### config.mk
export PLATFORM = sky130hd
export DESIGN_NAME = mc_ctrl
export DESIGN_NICKNAME = d
export VERILOG_FILES = /design/src/rtl/mc_ctrl.sv
export SDC_FILE = /design/constraint.sdc
export NUM_CORES = 1
export LEC_CHECK = 0
export CAP_MARGIN = 5
export CORE_UTILIZATION = 30
export DETAILED_ROUTE_END_ITERATION = 12
export HOLD_SLACK_MARGIN = 0.15
export PLACE_DENSITY_LB_ADDON = 0.25
export SYNTH_ARGS = -nofsm -noshare
export SYNTH_HDL_FRONTEND = slang
export SYNTH_SLANG_ARGS = --single-unit
### constraint.sdc
create_clock -name clk -period 2.5 [get_ports clk]
set_input_delay 0.5 -clock clk [delete_from_list [all_inputs] [get_ports clk]]
set_output_delay 0.5 -clock clk [all_outputs]
set_load 0.02 [all_outputs]
### src/rtl/mc_ctrl.sv
// Multicycle control FSM: decodes op/funct, sequences each instruction and drives datapath strobes/selects.
// Optional MC_ILLEGAL_TRAP_EN: unsupported instructions trap (sticky illegal flag) instead of retiring as NOPs.
module mc_ctrl #(
    parameter int RET_W = 32
) (
    input  logic             clk,
    input  logic             reset,
    input  logic [5:0]       op,
    input  logic [5:0]       funct,
    input  logic             zero,
    input  logic             mem_ready,
    output logic             mem_req,
    output logic             mem_we,
    output logic             ir_we,
    output logic             pc_we,
    output logic             reg_we,
    output logic             reg_dst,
    output logic             mem_to_reg,
    output logic [1:0]       pc_src,
    output logic [1:0]       alu_src_a,
    output logic [2:0]       alu_src_b,
    output logic [2:0]       alu_op,
    output logic             illegal,
    output logic [RET_W-1:0] ret_cnt
);

    typedef enum logic [3:0] {
        S_FETCH, S_DECODE, S_EXEC_R, S_EXEC_I, S_WB_R, S_WB_I, S_MEM_ADDR,
        S_MEM_RD, S_MEM_WB, S_MEM_WR, S_BRANCH, S_JUMP, S_TRAP
    } state_t;

    localparam logic [5:0] OP_R = 6'h00, OP_ORI = 6'h0D, OP_LUI = 6'h0F, OP_LW = 6'h23,
                           OP_SW = 6'h2B, OP_BEQ = 6'h04, OP_J = 6'h02;
    localparam logic [5:0] FN_ADDU = 6'h21, FN_SUBU = 6'h23, FN_AND = 6'h24,
                           FN_OR = 6'h25, FN_SLL = 6'h00;
    localparam logic [2:0] ALU_AND = 3'd0, ALU_OR = 3'd1, ALU_ADD = 3'd2,
                           ALU_SUB = 3'd3, ALU_SHL = 3'd4;

    state_t     state, next_state;
    logic       r_ok, unsupported, is_sll, retire;
    logic [2:0] alu_r;

    always_comb begin
        // NOTE: every combinational output gets a default first so no path can infer a latch.
        r_ok  = 1'b0;
        alu_r = ALU_ADD;
        unique case (funct)
            FN_ADDU: begin r_ok = 1'b1; alu_r = ALU_ADD; end
            FN_SUBU: begin r_ok = 1'b1; alu_r = ALU_SUB; end
            FN_AND:  begin r_ok = 1'b1; alu_r = ALU_AND; end
            FN_OR:   begin r_ok = 1'b1; alu_r = ALU_OR;  end
            FN_SLL:  begin r_ok = 1'b1; alu_r = ALU_SHL; end
            default: ;
        endcase
        is_sll = (funct == FN_SLL);
        unique case (op)
            OP_R:                                    unsupported = !r_ok;
            OP_ORI, OP_LUI, OP_LW, OP_SW, OP_BEQ, OP_J: unsupported = 1'b0;
            default:                                 unsupported = 1'b1;
        endcase
    end

    // NOTE: state and counters use non-blocking assignments so every flop samples pre-edge values.
    always_ff @(posedge clk) begin
        if (reset) state <= S_FETCH;
        else       state <= next_state;
    end

    always_comb begin
        next_state = state;
        unique case (state)
            S_FETCH:    if (mem_ready) next_state = S_DECODE;
            S_DECODE: begin
                if (unsupported) begin
`ifdef MC_ILLEGAL_TRAP_EN
                    next_state = S_TRAP;
`else
                    next_state = S_FETCH;
`endif
                end else begin
                    unique case (op)
                        OP_R:           next_state = S_EXEC_R;
                        OP_ORI, OP_LUI: next_state = S_EXEC_I;
                        OP_LW, OP_SW:   next_state = S_MEM_ADDR;
                        OP_BEQ:         next_state = S_BRANCH;
                        default:        next_state = S_JUMP;
                    endcase
                end
            end
            S_EXEC_R:   next_state = S_WB_R;
            S_EXEC_I:   next_state = S_WB_I;
            S_MEM_ADDR: next_state = (op == OP_LW) ? S_MEM_RD : S_MEM_WR;
            S_MEM_RD:   if (mem_ready) next_state = S_MEM_WB;
            S_MEM_WR:   if (mem_ready) next_state = S_FETCH;
            S_TRAP:     next_state = S_TRAP;
            default:    next_state = S_FETCH;
        endcase
    end

    always_comb begin
        mem_req    = 1'b0;
        mem_we     = 1'b0;
        ir_we      = 1'b0;
        pc_we      = 1'b0;
        reg_we     = 1'b0;
        reg_dst    = 1'b0;
        mem_to_reg = 1'b0;
        pc_src     = 2'd0;
        alu_src_a  = 2'd0;
        alu_src_b  = 3'd0;
        alu_op     = ALU_AND;
        // Reset masks the decode so a half-finished instruction can never write.
        if (!reset) begin
            unique case (state)
                S_FETCH: begin
                    mem_req   = 1'b1;
                    ir_we     = mem_ready;
                    pc_we     = mem_ready;
                    alu_src_b = 3'd1;
                    alu_op    = ALU_ADD;
                end
                S_DECODE: begin
                    alu_src_b = 3'd4;
                    alu_op    = ALU_ADD;
                end
                S_EXEC_R: begin
                    alu_src_a = is_sll ? 2'd2 : 2'd1;
                    alu_src_b = is_sll ? 3'd5 : 3'd0;
                    alu_op    = alu_r;
                end
                S_EXEC_I: begin
                    alu_src_a = (op == OP_LUI) ? 2'd3 : 2'd1;
                    alu_src_b = (op == OP_LUI) ? 3'd6 : 3'd3;
                    alu_op    = (op == OP_LUI) ? ALU_SHL : ALU_OR;
                end
                S_WB_R: begin
                    reg_we  = 1'b1;
                    reg_dst = 1'b1;
                end
                S_WB_I:     reg_we = 1'b1;
                S_MEM_ADDR: begin
                    alu_src_a = 2'd1;
                    alu_src_b = 3'd2;
                    alu_op    = ALU_ADD;
                end
                S_MEM_RD:   mem_req = 1'b1;
                S_MEM_WB: begin
                    reg_we     = 1'b1;
                    mem_to_reg = 1'b1;
                end
                S_MEM_WR: begin
                    mem_req = 1'b1;
                    mem_we  = 1'b1;
                end
                S_BRANCH: begin
                    alu_src_a = 2'd1;
                    alu_op    = ALU_SUB;
                    pc_src    = 2'd1;
                    pc_we     = zero;
                end
                S_JUMP: begin
                    pc_src = 2'd2;
                    pc_we  = 1'b1;
                end
                default: ;
            endcase
        end
    end

    always_comb begin
        unique case (state)
            S_WB_R, S_WB_I, S_MEM_WB, S_BRANCH, S_JUMP: retire = 1'b1;
            S_MEM_WR:                                  retire = mem_ready;
`ifdef MC_ILLEGAL_TRAP_EN
            S_DECODE:                                  retire = 1'b0;
`else
            S_DECODE:                                  retire = unsupported;
`endif
            default:                                   retire = 1'b0;
        endcase
    end

    always_ff @(posedge clk) begin
        if (reset)       ret_cnt <= '0;
        else if (retire) ret_cnt <= ret_cnt + RET_W'(1);
    end

`ifdef MC_ILLEGAL_TRAP_EN
    logic illegal_q;
    always_ff @(posedge clk) begin
        if (reset)                                 illegal_q <= 1'b0;
        else if (state == S_DECODE && unsupported) illegal_q <= 1'b1;
    end
    assign illegal = illegal_q;
`else
    assign illegal = 1'b0;
`endif

endmodule
### Yosys cells after proc, flatten, opt, wreduce, memory -nomap -nowiden

Index checks and enable logic that the tools add are counted.
W data, S select, Z words.

| word-level totals | value |
|---|---|
| flip-flop bits (word level) | 36 |
| output and inout port bits | 50 |
| memories kept | 0 |
| memory bits (read-only) | 0 |
| logic and storage cells | 80 |
| RAM bits | 0 |
| bits in latches | 0 |

| cells by class | value |
|---|---|
| $lt $le $gt $ge | 0 |
| div/mod/pow operators | 0 |
| shift-type cells | 0 |
| reduce and logical (&&, ||, !) cells | 14 |
| bitwise gates (word level) | 0 |
| equality and inequality tests | 25 |
| mux-type cells | 38 |
| $mul | 0 |
| $add $sub $neg | 1 |

Operator list:

| operator | count |
|---|---|
| $eq A6 B6 Y1 const B | 6 |
| $add A32 B1 Y32 const B | 1 |
| $pmux W4 S8 | 1 |
| $pmux W3 S4 | 2 |
| $eq A4 B4 Y1 const B | 5 |
| $mux W4 | 5 |
| $eq A4 B3 Y1 const B | 4 |
| $pmux W4 S4 | 1 |
| $mux W3 | 5 |
| $pmux W3 S5 | 1 |
| $mux W1 | 14 |
| $eq A6 B4 Y1 const B | 2 |
| $logic_not A6 Y1 | 2 |
| $reduce_or A5 Y1 | 2 |
| $reduce_or A3 Y1 | 3 |
| $eq A4 B2 Y1 const B | 2 |
| $mux W2 | 4 |
| $eq A6 B2 Y1 const B | 1 |
| $eq A6 B3 Y1 const B | 1 |
| $ne A2 B2 Y1 const B | 3 |
| $pmux W1 S3 | 2 |
| $pmux W2 S3 | 1 |
| $reduce_or A2 Y1 | 3 |
| $reduce_or A6 Y1 | 1 |
| 6 further kinds | 6 |

### Depth between registers and ports, before layout

Gate-level depths: netlist of the first run.

| depth | value |
|---|---|
| word-level depth | 7 |
| depth in mapped cells | 8 |

### Least setup slack after synthesis of the first run

OpenSTA, ideal clock, no wires.

| timing path | value |
|---|---|
| kind | in2reg |
| from | input port op[1] |
| to | register ret_cnt[13] |
| arrival | 2.311 ns |
| buffers on the path | 0 |
| slack | 0.065 ns |
| library setup time | 0.123 ns |
| stages on the path | 6 |
| required time | 2.377 ns |
| cell sequence | nor4_2 > o311ai_1 > o2111ai_4 > nand2_4 > or4_1 > mux2_1 |

| between the ends | value |
|---|---|
| word-level cells in the longest chain between the ends | 4 |

RTL lines:

| item | line | text |
|---|---|---|
| from (decl) | 8 | `input logic [5:0] op,` |
| $eq A6 B6 Y1 (tied with other cells) | 56 | `unique case (op)` |
| $reduce_or A6 Y1 | 56 |  |
| $pmux W1 S2 (*) | 56 |  |
| $pmux W1 S3 (*) | 171 | `unique case (state)` |
| to (signal assigned) | 185 | `else if (retire) ret_cnt <= ret_cnt + RET_W'(1);` |
| to (decl) | 24 | `output logic [RET_W-1:0] ret_cnt` |

Mark *: on every way between the ends. The rest lies on a longest branch, timed or not.
A chain may end at the register's enable or synchronous reset.

### Worst setup path after layout of the first run

Ends and elaborated chain as after synthesis.

==> results of run 1 <==
## logic make-up after synthesis
logic type	Yosys count	synth area share [%]
AOI/OAI and AO/OA	81	22.2
buffers and inverters	30	5.06
xor gates and xnor gates	9	3.43
muxes	3	1.41
and+or+nand+nor	149	35.8
adders and majority gates	1	0.544
other	1	0.163
DFF	36	31.3
## through the flow
stage | setup TNS [ns] | setup slack, ns | cell area (µm²) | instances | power [µW]
after global routing | -0.0454 | -0.0231 | 3550 | 513 | 1510
after global placement | -13.65 | -0.615 | 3290 | 495 | 871
after CTS | -0.00358 | -0.00358 | 3470 | 507 | 1440
final | 0 | 0.0650 | 3550 | 513 | 1440
after detailed placement | -14.80 | -0.647 | 3290 | 495 | 873
after floorplan | 0 | 0.0654 | 2300 | 310 | 745
## timing repair
item,CTS,global route
gates cloned,0,0
resized for setup,58,21
setup buffers,4,7
endpoints found under the setup margin,36,13
pin swaps,12,19
## state kept, by name (all words and copies together), names as in the netlist
signal	flops
ret_cnt	32
state	4
## metal layers
layer	share of wire [%]	global-route usage, %
met3	3.6	3.75
met2	48	28.7
met1	47	22.1
met5	0	0
met4	0.53	3.03
## worst min-delay path: cells and delay by family (launching register included)
kind / cells / cell delay [ns]
DFF: 1 / 0.33
AOI/OAI and AO/OA: 2 / 0.12
## power by group
| group | switching [µW] | internal [µW] | leakage, µW | total, µW |
|---|---|---|---|---|
| registers | 17.7 | 582 | 0.000291 | 600 |
| clock network | 212 | 352 | 0.0000645 | 564 |
| logic | 142 | 131 | 0.000982 | 273 |
## Yosys cell counts, types with 6 or more instances
master	n	area share [%]
sky130_fd_sc_hd__xor2_1	6	2.3
sky130_fd_sc_hd__inv_1	11	1.8
sky130_fd_sc_hd__nand4_1	12	3.3
sky130_fd_sc_hd__or3_1	17	4.6
sky130_fd_sc_hd__nand3_1	10	2.2
sky130_fd_sc_hd__nor3_1	13	2.8
sky130_fd_sc_hd__dfxtp_1	36	31
sky130_fd_sc_hd__clkbuf_1	16	2.6
sky130_fd_sc_hd__nor2_1	29	4.7
sky130_fd_sc_hd__o31ai_1	9	2.9
sky130_fd_sc_hd__or4_1	9	2.9
sky130_fd_sc_hd__a21oi_1	31	6.7
sky130_fd_sc_hd__nand2_1	20	3.3
sky130_fd_sc_hd__nor2b_1	6	1.6
sky130_fd_sc_hd__o21ai_0	19	4.1
sky130_fd_sc_hd__nor4_1	6	1.6
## layout make-up
type | count | area (µm²) | area share [%]
clock buffer | 7 | 96.3 | 2.72
clock inverter | 1 | 30.0 | 0.847
inverter | 12 | 45.0 | 1.27
multi-input combinational | 244 | 1530 | 43.0
sequential | 36 | 722 | 20.4
tap | 99 | 124 | 3.49
timing repair buffer | 114 | 1000 | 28.3
## how the worst max path moves through the flow
stage                          endpoint  cells past startpoint
6_report       ret_cnt[13]$_SDFFE_PP0P_                      9
5_1_grt                    alu_src_b[2]                      7
4_1_cts                    alu_src_b[2]                      8
3_5_place_dp               alu_src_b[2]                      7
3_3_place_gp               alu_src_b[2]                      7
2_1_floorplan  ret_cnt[13]$_SDFFE_PP0P_                      6
==> results.txt, run 1 <==
The run finished with clean final reports. IR analysis of the VDD net gives a maximum drop of 0.250 mV. The number of vias in the routed layout came out at 2662. Yosys mapped a number of flops with a built-in enable equal to 0. The leading cell type in the layout, fill and taps excluded is sky130_fd_sc_hd__buf_4. The tools report the total of endpoints with negative setup slack in the final report as 0. The tools report the terminating pin of the worst hold path as ret_cnt[31]$_SDFFE_PP0P_. The clock net in this run drives a total of 36 sinks. Number of warnings issued by yosys: 0. The endpoint identified for the worst register-to-register timing path is ret_cnt[31]$_SDFFE_PP0P_.

Sequential elements use 31.3% of the synthesized area. From left edge to right edge, the die measures 89.6 µm. The tools report the maximum achievable frequency as 411 MHz. The clock latency on the worst-skew pair is 0.29 ns, and the cell depth of the worst min-delay path is 2.

The logs give 0 for the number of failing hold endpoints at the final stage and 0 for the max-capacitance violation count. The count of cells along the worst register-to-register path is 6. The cell seen most often among critical-path stages was sky130_fd_sc_hd__buf_6.

For this run, design rule violations remaining after detail routing come to 0. The total power per unit cell area was 405 nW/µm²; the leakage component of the power was 0.00134 µW. The critical path goes through clkdlybuf4s15_1 -> buf_6 -> nor4_4 -> o311ai_4 -> o2111ai_4 -> buf_6 -> nand2_4 -> or4_1 -> mux2_1. The wire length after detailed routing came out at 6620 µm. STA classifies the critical path endpoint as a flop. The run gives 53 as the number of library cell types mapped by synthesis.

In the layout the commonest cells are sky130_fd_sc_hd__buf_4, sky130_fd_sc_hd__clkdlybuf4s50_1, sky130_fd_sc_hd__dfxtp_1. The layout has 748 filler cells. The count of buffering cells on the critical path with inverters included works out to 3.

Entering global routing, the biggest net connects 23 pins. The measured slew at the worst slew-check pin works out to 0.488 ns. The tools report the final design utilization as 48.4%. The congestion estimate from routability-driven global placement came to 0.776.

The path class of the tightest hold or removal check is reg -> reg. The clock passes through at most 2 buffers. The worst path required time is 2.67 ns, and the via density per instance is 5.19.

Synthesis produced a netlist with a net count of 327. The number of standard-cell rows in the floorplan was 31; the worst clock skew was 0.00778 ns. The slowest stage of the critical path is the sky130_fd_sc_hd__or4_1 cell. The cell at the root of the clock tree was sky130_fd_sc_hd__clkbuf_8. The share of synthesized flip-flops with an asynchronous set or reset came out at 0%.

Die area: 8020 µm². The remaining max-slew budget at the tightest pin came out at 66.6%. The share of the clock period used by the worst path was 97.4%; the synthesized flop and latch total was 36. The biggest cell delay along the critical path is 0.53 ns, and the core box area is 7330 µm². After the last flow step, the layout net total stands at 430.

The ratio of cells with drive above 1 in the final layout was 20.3%; the arrival time reported for the critical path endpoint was 2.61 ns. The mean cell area of the mapped netlist is 7.42 µm². The clock tree synthesis step divided the H-tree into 2 levels. Global routing consumed, over all layers together, 16.9% of the routing resources. The number of instances in the synthesized netlist was 310. TritonCTS built the clock tree.

For the sum of overflow across all layers after global routing, the log shows 0. Dividing the detail-routed wire length by the instance count gives 12.9 µm. After synthesis the cells add up to 2300 µm². The tools report the timing startpoint of the critical path as op[1]. The wire length of the first global-routing pass came out at 10600 µm.

For the number of global-route vias before repair, the log shows 2297. The number of nets with antenna violations after routing is 0. The kind of cell with the highest combined delay on the critical path is simple AND/OR/NAND/NOR gates.

The sort of element at the start of the critical path was an input port. Across all hold checks on the routed design, the worst slack comes to 0.491 ns. The synthesis-to-finish area growth came out at 54.2%. In this run the critical register-to-register path is launched from ret_cnt[14]$_SDFFE_PP0P_.

The shortest clock period the worst path allows after layout came out at 2.44 ns. The worst hold path begins at ret_cnt[31]$_SDFFE_PP0P_. The starting utilization of the core area is 31.4%. Measured along the y axis, the die boundary spans 89.6 µm.

The number of antenna diodes in the final layout is 0. For this run, the leading register cell type out of synthesis is sky130_fd_sc_hd__dfxtp_1. The number of search-and-repair iterations in the first detailed-routing pass is 4, and the number of I/O port buffers is 64.

After clock tree synthesis, the clock-pin slew on the worst setup and hold paths is 0.07 ns. For the number of antenna violations at the first check in global routing, the log shows 0. The number of ports placed on the die boundary is 66, and the largest fanout on the critical path is 3. After clock tree synthesis, the flow added hold-fix buffers numbering 0. By startpoint and endpoint, the worst setup path is classified as in -> reg. Initial DRC count: 114. Setup slack on the worst reg-to-reg path comes out at 0.30 ns. The CTS buffer count is 5. The tools report the max-slew violation total from the final report as 0.

The placed wire-length estimate after detailed placement came out at 4980 µm.
Power figures use the tool's default switching activity.
==> run 2: changes to the inputs <==
- TNS_END_PERCENT: unset -> 5
==> run 2 against run 1 <==
Design area decreased by 0.32%; critical path depth did not move; largest power group unchanged; worst setup slack better by 0.00075 ns; register-to-register slack about the same; sequential share of layout area rose by 0.065 points; sequential power about the same; wire length increased by 0.66%; utilization is 0.15 points lower; via count decreased by 0.34%.
==> results.txt, run 2 (synthesis gave the netlist of run 1 again) <==
The first global-routing pass estimated 10600 µm of wire. In this run the power density over the cells is 406 nW/µm². Setup violations remaining at the end of the flow were counted as 0. The run gives 0 as the number of buffers inserted for hold repair after clock tree synthesis.

The finished cells cover 3540 µm². In this run the deepest clock path goes through 2 buffers. The number of failing hold endpoints at the final stage was 0.

In the routed layout, each cell is associated on average with a via count of 5.18. For the max-slew violation total from the final report, the log shows 0. The number of global-route vias before repair is 2299. The worst clock skew came out at 0.00841 ns.

Clock tree synthesis inserted a total of 5 buffers. In the layout the commonest cells are sky130_fd_sc_hd__buf_4, sky130_fd_sc_hd__clkdlybuf4s50_1, sky130_fd_sc_hd__dfxtp_1. The number of antenna diodes in the final layout is 0.

For this run the aggregate overflow at the end of global routing stands at 0. Summing all placed instances gives a cell area of 3290 µm². The number of flip-flops under the largest register name is 32. The die is 89.6 µm wide. The tools report the terminus of the critical flop-to-flop path as ret_cnt[13]$_SDFFE_PP0P_. After detailed routing, the average wire length per cell comes to 13.0 µm.

The cell depth of the worst min-delay path was 2. The flow ran to the end, and the final reports show no timing, DRC or antenna violations. The post-route netlist has 19.9% of its cells at a drive strength greater than 1. STA classifies the critical path startpoint as an input port. The tool flagged a number of max-cap violations equal to 0. Timing analysis after detailed placement gives a worst setup slack of -0.647 ns. The path with the worst hold slack has its endpoint at ret_cnt[31]$_SDFFE_PP0P_. Compared with the post-synthesis result, the final layout area differs by 53.7%. Data on the critical path is required at its endpoint by 2.67 ns. IR analysis of the VDD net gives a maximum drop of 0.250 mV. The critical path in this run is classified as in -> reg. The largest registers in the layout are ret_cnt: 32 flops, state: 4 flops. The count of unresolved DRC violations after routing is 0. The H-tree was split into 2 levels. The share of the clock period used by the worst path was 97.4%. Routability-driven placement finished with a final weighted congestion of 0.776.

For the core box area, the log shows 7330 µm². The tree is rooted in a sky130_fd_sc_hd__clkbuf_8. The startpoint of the worst hold path is ret_cnt[31]$_SDFFE_PP0P_.

The launch point of the worst reg-to-reg path was state[0]$_SDFFE_PP0P_. The final sum of negative setup slack came out at 0 ns. The die is 89.6 µm tall.

Of all nets on the critical path, the largest fanout is 3. The HPWL after detailed placement is 4980 µm. The number of I/O port buffers is 64.

Counting cells, the worst reg-to-reg path comes to 7. The run gives 23 as the largest net degree at the start of global routing. Largest register by flop count: ret_cnt.

TritonCTS built the clock tree. The net count of the finished layout is 429. For the remaining max-slew budget at the tightest pin, the log shows 66.6%. Clock-pin slew was measured on the worst setup and hold paths at 0.07 ns.

The clock drives 36 sinks. The tools report the clock latency on the worst-skew pair as 0.29 ns. During I/O placement, the number of pins put on the boundary was 66. The wire length after detailed routing came out at 6670 µm. Kind of capture point of the worst setup path: a flop. Setup repair after global routing could not meet its margin everywhere. Summed over all cells, the static leakage comes to 0.00133 µW. The die covers 8020 µm². The leading cell type in the layout, fill and taps excluded is sky130_fd_sc_hd__buf_4. Setup slack on the worst reg-to-reg path comes out at 0.30 ns.

The arrival time reported for the critical path endpoint was 2.60 ns. Subtracting the final worst setup slack from the clock period gives 2.43 ns. The number of antenna violations at the first check in global routing came out at 0.

The worst min-delay path class is reg -> reg. The initial DRC count is 115, and the number of vias in the routed layout is 2653. The smallest setup slack after layout was 0.0657 ns; the number of search-and-repair iterations in the first detailed-routing pass was 4.

The count of nets left with antenna violations once routing finished came out at 0. The initial utilization of the core area, before any placement, comes to 31.4%. The maximum achievable frequency came out at 411 MHz. At the pin with the least slew margin, the transition time is 0.489 ns.

The tools report the global router's overall resource usage as 16.9%. The number of standard-cell rows in the floorplan came out at 31.
[run 2: layer usage]
layer | vias up | part of all wire, % | global-route usage, %
met5 | - | 0 | 0
met4 | 0 | 0.65 | 3.03
met3 | 6 | 3.1 | 3.75
met2 | 44 | 49 | 28.7
met1 | 1257 | 48 | 22.1
li1 | 1346 | - | -
[run 2: repair_timing]
| item | in CTS | in global routing |
|---|---|---|
| buffers inserted | 4 | 6 |
| pin swaps | 12 | 17 |
| setup endpoints to repair | 36 | 22 |
| resized for setup | 56 | 21 |
| cloned | 0 | 0 |
| hold endpoints to repair | 0 | 0 |
[run 2: stage by stage]
step	std cells	total power (µW)	hold slack, ns	util (%)
2_1_floorplan	310	745	0.551	-
3_3_place_gp	495	871	0.473	44.9
3_5_place_dp	495	873	0.490	44.9
4_1_cts	507	1440	0.501	47.3
5_1_grt	512	1500	0.526	48.2
6_report	512	1430	0.491	48.2
[run 2: worst max-delay path by stage]
stage / start / end / cells after the start
after floorplan: op[1] / ret_cnt[13]$_SDFFE_PP0P_ / 6
after global placement: op[0] / alu_src_b[2] / 7
after detailed placement: op[0] / alu_src_b[2] / 7
after CTS: op[5] / ret_cnt[28]$_SDFFE_PP0P_ / 9
after global routing: op[0] / alu_src_b[2] / 7
final: op[1] / ret_cnt[13]$_SDFFE_PP0P_ / 9
[run 2: power breakdown]
group | internal [µW] | switching [µW] | total [µW]
Clock | 352 | 212 | 564
Sequential | 582 | 17.8 | 600
Combinational | 130 | 142 | 271
Total | 1060 | 371 | 1430
[run 2: worst max-delay path, stage by stage]
cell and delay (ns):
sky130_fd_sc_hd__clkdlybuf4s15_1 0.19, sky130_fd_sc_hd__buf_6 0.13, sky130_fd_sc_hd__nor4_4 0.34, sky130_fd_sc_hd__o311ai_4 0.17, sky130_fd_sc_hd__o2111ai_4 0.24, sky130_fd_sc_hd__buf_6 0.14
sky130_fd_sc_hd__nand2_4 0.04, sky130_fd_sc_hd__or4_1 0.53, sky130_fd_sc_hd__mux2_1 0.32
[run 2: layout make-up]
type	count	area [µm²]
clock buffer	7	96.3
clock inverter	1	30.0
fill	749	3790
inverter	12	45.0
multi-input combinational	244	1530
sequential	36	722
tap	99	124
timing repair buffer	113	992
